[config.mk]
export PLATFORM = sky130hd
export DESIGN_NAME = instr_fetch_unit
export DESIGN_NICKNAME = d
export VERILOG_FILES = /design/src/rtl/instr_fetch_unit.sv
export SDC_FILE = /design/constraint.sdc
export NUM_CORES = 1
export LEC_CHECK = 0
export CORE_ASPECT_RATIO = 2
export CORE_MARGIN = 3
export CORE_UTILIZATION = 51
export DETAILED_ROUTE_END_ITERATION = 16
export GPL_ROUTABILITY_DRIVEN = 0
export PLACE_DENSITY_LB_ADDON = 0.12
export SYNTH_ARGS = -nofsm -noshare
export SYNTH_HDL_FRONTEND = slang
export SYNTH_SLANG_ARGS = --single-unit
[constraint.sdc]
create_clock -name clock -period 14.2 [get_ports clock]
set_clock_uncertainty 0.05 [all_clocks]
set_input_delay 1.42 -clock clock [delete_from_list [all_inputs] [get_ports clock]]
set_output_delay 1.42 -clock clock [all_outputs]
set_load 0.05 [all_outputs]
[src/rtl/instr_fetch_unit.sv]
// Instruction fetch unit: owns the PC, reads instruction words over a req/ack
// handshake, latches them into IR and turns a stalled memory into a sticky fault.
module instr_fetch_unit #(
  parameter int              PC_W     = 64,
  parameter logic [PC_W-1:0] RESET_PC = '0,
  parameter int              TIMEOUT  = 255
) (
  input  logic            clock,
  input  logic            reset,
  input  logic            fetch_start,
  input  logic            pc_load,
  input  logic [PC_W-1:0] pc_load_value,
  output logic            mem_rd,
  output logic [PC_W-1:0] mem_addr,
  input  logic            mem_ack,
  input  logic [31:0]     mem_rdata,
  output logic [31:0]     IR,
  output logic            ir_valid,
  output logic [PC_W-1:0] pc,
  output logic [PC_W-1:0] pc_plus4,
  output logic            busy,
  output logic            fault
);

  typedef enum logic [1:0] {IDLE, WAIT, FAULT} state_t;

  localparam logic [15:0]     TIMEOUT_C = 16'(TIMEOUT);
  localparam logic [PC_W-1:0] ALIGN_M   = ~PC_W'(3);

  state_t          state_q;
  logic [PC_W-1:0] pc_q;
  logic [PC_W-1:0] pend_q;
  logic            pend_vld_q;
  logic [31:0]     ir_q;
  logic            ir_valid_q;
  logic [15:0]     cnt_q;

  logic [PC_W-1:0] load_tgt_d;
  logic [PC_W-1:0] pc_inc_d;
  logic [15:0]     cnt_d;

  assign load_tgt_d = pc_load_value & ALIGN_M;
  assign pc_inc_d   = pc_q + PC_W'(4);
  assign cnt_d      = cnt_q + 16'd1;

  always_ff @(posedge clock or posedge reset) begin
    if (reset) begin
      state_q    <= IDLE;
      pc_q       <= RESET_PC;
      pend_q     <= '0;
      pend_vld_q <= 1'b0;
      ir_q       <= '0;
      ir_valid_q <= 1'b0;
      cnt_q      <= '0;
    end else begin
      case (state_q)
        IDLE: begin
          // A same-cycle load lands first so the fetch below reads the new target.
          if (pc_load) pc_q <= load_tgt_d;
          if (fetch_start) begin
            state_q    <= WAIT;
            ir_valid_q <= 1'b0;
            cnt_q      <= '0;
          end
        end
        WAIT: begin
          if (mem_ack) begin
            ir_q       <= mem_rdata;
            ir_valid_q <= 1'b1;
            cnt_q      <= '0;
            pend_vld_q <= 1'b0;
            state_q    <= IDLE;
            if (pc_load)         pc_q <= load_tgt_d;
            else if (pend_vld_q) pc_q <= pend_q;
            else                 pc_q <= pc_inc_d;
          end else begin
            // Address must stay stable until ack, so a branch waits in pend_q.
            if (pc_load) begin
              pend_q     <= load_tgt_d;
              pend_vld_q <= 1'b1;
            end
            cnt_q <= cnt_d;
            if (cnt_d == TIMEOUT_C) state_q <= FAULT;
          end
        end
        FAULT: state_q <= FAULT;
        default: state_q <= IDLE;
      endcase
    end
  end

  assign mem_rd   = (state_q == WAIT);
  assign busy     = (state_q == WAIT);
  assign fault    = (state_q == FAULT);
  assign mem_addr = pc_q;
  assign pc       = pc_q;
  assign pc_plus4 = pc_inc_d;
  assign IR       = ir_q;
  assign ir_valid = ir_valid_q;

endmodule

# Word-level counts from Yosys, hierarchy flattened
# Cells that the tools add are included.
# word_totals
reg_bits,178
in_bits,101
output_inout_bits,228
wordCells,44
# classes
add_sub_neg,2
n_eq_ne,7
muxes,17
bitwise_logic,1
n_reduce_logical,10
# op_table
op,count
64-bit 2-to-1 mux,4
64-bit case mux with 2 select lines,1
64-bit by 3-bit adder with 64-bit output (second input constant),1
16-bit 2-to-1 mux,2
16-bit case mux with 2 select lines,1
16-bit by 1-bit adder with 16-bit output (second input constant),1
16-bit by 8-bit == test with 1-bit output (second input constant),1
3-bit AND reduction,3
2-bit AND reduction,4
2-bit 2-to-1 mux,3
2-bit != test (second input constant),3
2-bit case mux with 3 select lines,1
1-bit 2-to-1 mux,4
2-bit nonzero test,2
3-bit by 2-bit != test with 1-bit output (second input constant),1
2-bit by 1-bit == test with 1-bit output (second input constant),1
2-bit == test (second input constant),1
2-bit zero test,1
1-bit case mux with 2 select lines,1
1-bit NOT,1

# Logic depth before layout (Yosys ltp)
# depth
depth_word,5
depth_mapped,10

# Worst setup path after synthesis
# OpenSTA, ideal clock, no wires.
# synth_path
path_kind,register -> output
from,"register pc_q[31], in the netlist mem_addr[31]"
to,output port pc_plus4[54]
arrival_ns,3.057
required_time_ns,12.730
setup_slack_ns,9.673
stages_incl_launch_ff,7
path_buffers,1
cell_sequence,dfrtp_1 > clkbuf_2 > nand4_1 > or3_1 > nand4b_2 > or4_4 > xnor2_1
# synth_between
elab_chain_len,1
# synth_rtl
item,line_no,rtl
"start, declared",31,logic [PC_W-1:0] pc_q;
"start signal, assigned",59,if (pc_load) pc_q <= load_tgt_d;
"start signal, assigned",73,if (pc_load) pc_q <= load_tgt_d;
"start signal, assigned",74,else if (pend_vld_q) pc_q <= pend_q;
64-bit by 3-bit adder with 64-bit output,43,assign pc_inc_d = pc_q + PC_W'(4);
"end, declared",20,"output logic [PC_W-1:0] pc_plus4,"
# Every way passes these cells.

# Worst setup path after layout
# layout_path
from,"register pc_q[2], in the netlist mem_addr[2]"
to,output port pc_plus4[59]
# Same word-level chain as after synthesis.

==> out/metrics.yaml <==
synthesis:
  ys_warn_count: 0
  synth-main-ff-cell: "dfrtp_1"
  syn_area_sq_mm: 0.0104
  avgSynthCellArea_sq_um: 9.43
  synth-edff-count: 0
  synthArstFlopShare_pct: 100
  yosysSeqAreaShare_pct: 42.5
  synth-seq-cells: 176
  synth.distinct_cells: 71
  syn_inst: 1098
timing:
  tightest_slew_ps: 1130
  setup_viol: 0
  setup_ws_ps: 8620
  grt_setup_unrepaired: "false"
  drv_slew: 0
  final.min_clock_period_ps: 5580
  hold_viol: 0
  finalCritPeriodShare_pct: 39.3
  fmax_mhz: 179
  slew_headroom_pct: 24.3
  final.setup.tns_ps: 0
setup_path:
  crit_path_end_kind: "output port"
  cp_data_arrival_time_ps: 4110
  cp_max_fo: 9
  worstSetupPathType: "flip-flop to output port"
  cp.required_ps: 12730
  critPathLaunchType: "flip-flop"
routing:
  post-route-drc-count: 0
  via_per_inst: 5.92
  wirelength_mm: 33.4
  wl_per_cell_um: 21.0
  ant_nets: 0
  drt_first_iter_violations: 462
  vias: 9394
  first_pass_iters: 5
place:
  pre_cts_slack_ps: 9160
  port_buffers: 320
  place_area_sq_mm: 0.0132
  place_hpwl_mm: 23.5
final_layout:
  multi_input_area_sq_mm: 0.00514
  final_layout_size_suffix_gt1_share_pct: 12.6
  finalInstanceArea_sq_mm: 0.0138
  area_delta_synth_final_pct: 33.6
  final_common_cell: "clkdlybuf4s50_1"
  layout_common_cells: "clkdlybuf4s50_1, dfrtp_1, nand2_1"
  num-fill-cells: 1649
  nNetsFinal: 1415
  register_area_sq_mm: 0.00441
  final_util_pct: 69.4
global_route:
  grt_usage_pct: 30.2
  grt_max_degree: 112
  grt_pass1_wl_mm: 52.5
  antenna_found_initial: 1
  grt_overflow: 0
  grt_pass1_vias: 9552
clock_network:
  worstSkewPairLatency_ps: 440
  clockRootBuffer: "clkbuf_16"
  htree_levels: 4
  cts_max_path_buffers: 2
  postCtsResizedCells: 0
  cts_tree: "built"
  cts_hold_buf: 0
  path_clk_slew_ps: 60
  clkSinkCount: 176
  cts_setup_buffers: 0
  cts_buffers: 17
floorplanning:
  die_w_um: 107
  ioPinCount: 329
  die_h_um: 207
  start_util_pct: 52.0
  fp.coreArea_sq_mm: 0.0199
  die_area_sq_mm: 0.0221
  rows: 73
run:
  maxCapViolCount: 0
power_and_ir_drop:
  p_leak_nw: 5.92
  powerDensity_mw_per_mm2: 93.7
  ir_worst_vdd_mv: 0.108
run_status:
  status: "completed"
hold_path:
  min_path_type: "flip-flop to flip-flop"
==> sequential cells by signal, indices dropped and copies added, names as in the netlist <==
register / count
IR: 32
cnt_q: 16
pend_vld_q: 1
pend_q: 62
ir_valid: 1
mem_addr: 62
state_q: 2
==> per-layer routing <==
metal	wire length (um)	vias up	global-route usage, %
met5	0	-	0
met4	1770	0	16.8
met3	2100	90	6.01
met2	17700	400	53.6
met1	11800	4639	32.9
li1	-	4265	-
==> power by group <==
group          internal (W)  switching, W  total, W  leakage (nW)
logic             0.0000903      0.000163  0.000253          3.26
registers          0.000511     0.0000245  0.000536          2.35
clock network      0.000303      0.000205  0.000507         0.303
==> worst paths after layout <==
| kind | endpoint | cells past startpoint | from | slack (ps) |
|---|---|---|---|---|
| worst min register to register | pend_q[9] | 1 | pend_q[9] | 450 |
| worst max register to register | mem_addr[33] | 6 | state_q[0] | 10340 |
| worst min-delay path | pend_q[9] | 1 | pend_q[9] | 450 |
| worst max-delay path | pc_plus4[59] | 7 | mem_addr[2] | 8620 |
| min in group asynchronous | IR[6] | 2 | reset | 1510 |
| max in group asynchronous | pend_vld_q | 3 | reset | 11060 |
==> area by class of cell <==
type                    count  share of cell area, %
multi-input cells         773                   37.2
flip-flops and latches    176                   31.9
repair buffers            330                   23.7
clock buffers              21                   3.33
well taps                 262                   2.37
clock inverters            10                   1.16
inverters                  13                  0.389
diodes                      1                 0.0181
==> cell families (layout without fill, tap and decap cells) <==
logic type | count (synthesis) | count (layout) | share of synthesized area (%)
simple gates | 379 | 379 | 18.7
compound gates | 215 | 215 | 13.2
flops | 176 | 176 | 42.5
buf+inv | 154 | 374 | 8.23
mux | 107 | 107 | 11.5
xor+xnor | 63 | 63 | 5.40
fa+ha+maj | 3 | 3 | 0.363
other cells | 1 | 7 | 0.0362
==> Yosys cell counts (17+ instances only) <==
cell      instances  area [sq um]
a21oi_1          58           290
and3_1           18           113
buf_4            69           518
clkbuf_1         56           210
dfrtp_1         176          4400
mux2_2           93          1050
nand2_1         109           409
nand3_1          78           390
nand4_1          25           156
nor2_1           70           263
nor3_1           17          85.1
o21ai_0          53           265
xnor2_1          34           298
xor2_1           28           245
==> through the flow <==
step                total power, W  std cells  hold slack [ps]
CTS                        0.00131       1585              452
finish                     0.00130       1586              447
detailed placement        0.000799       1554              436
global route               0.00134       1586              466
global placement          0.000796       1554              430
floorplan                 0.000706       1103              413
==> critical path, stage by stage (launching register included) <==
cell	delay, ps
dfrtp_1	490
nand4_1	440
nor4_2	480
nand4_1	590
nand2b_4	380
or2_2	340
xnor2_1	140
clkdlybuf4s50_1	820
Power figures use the tool's default switching activity.
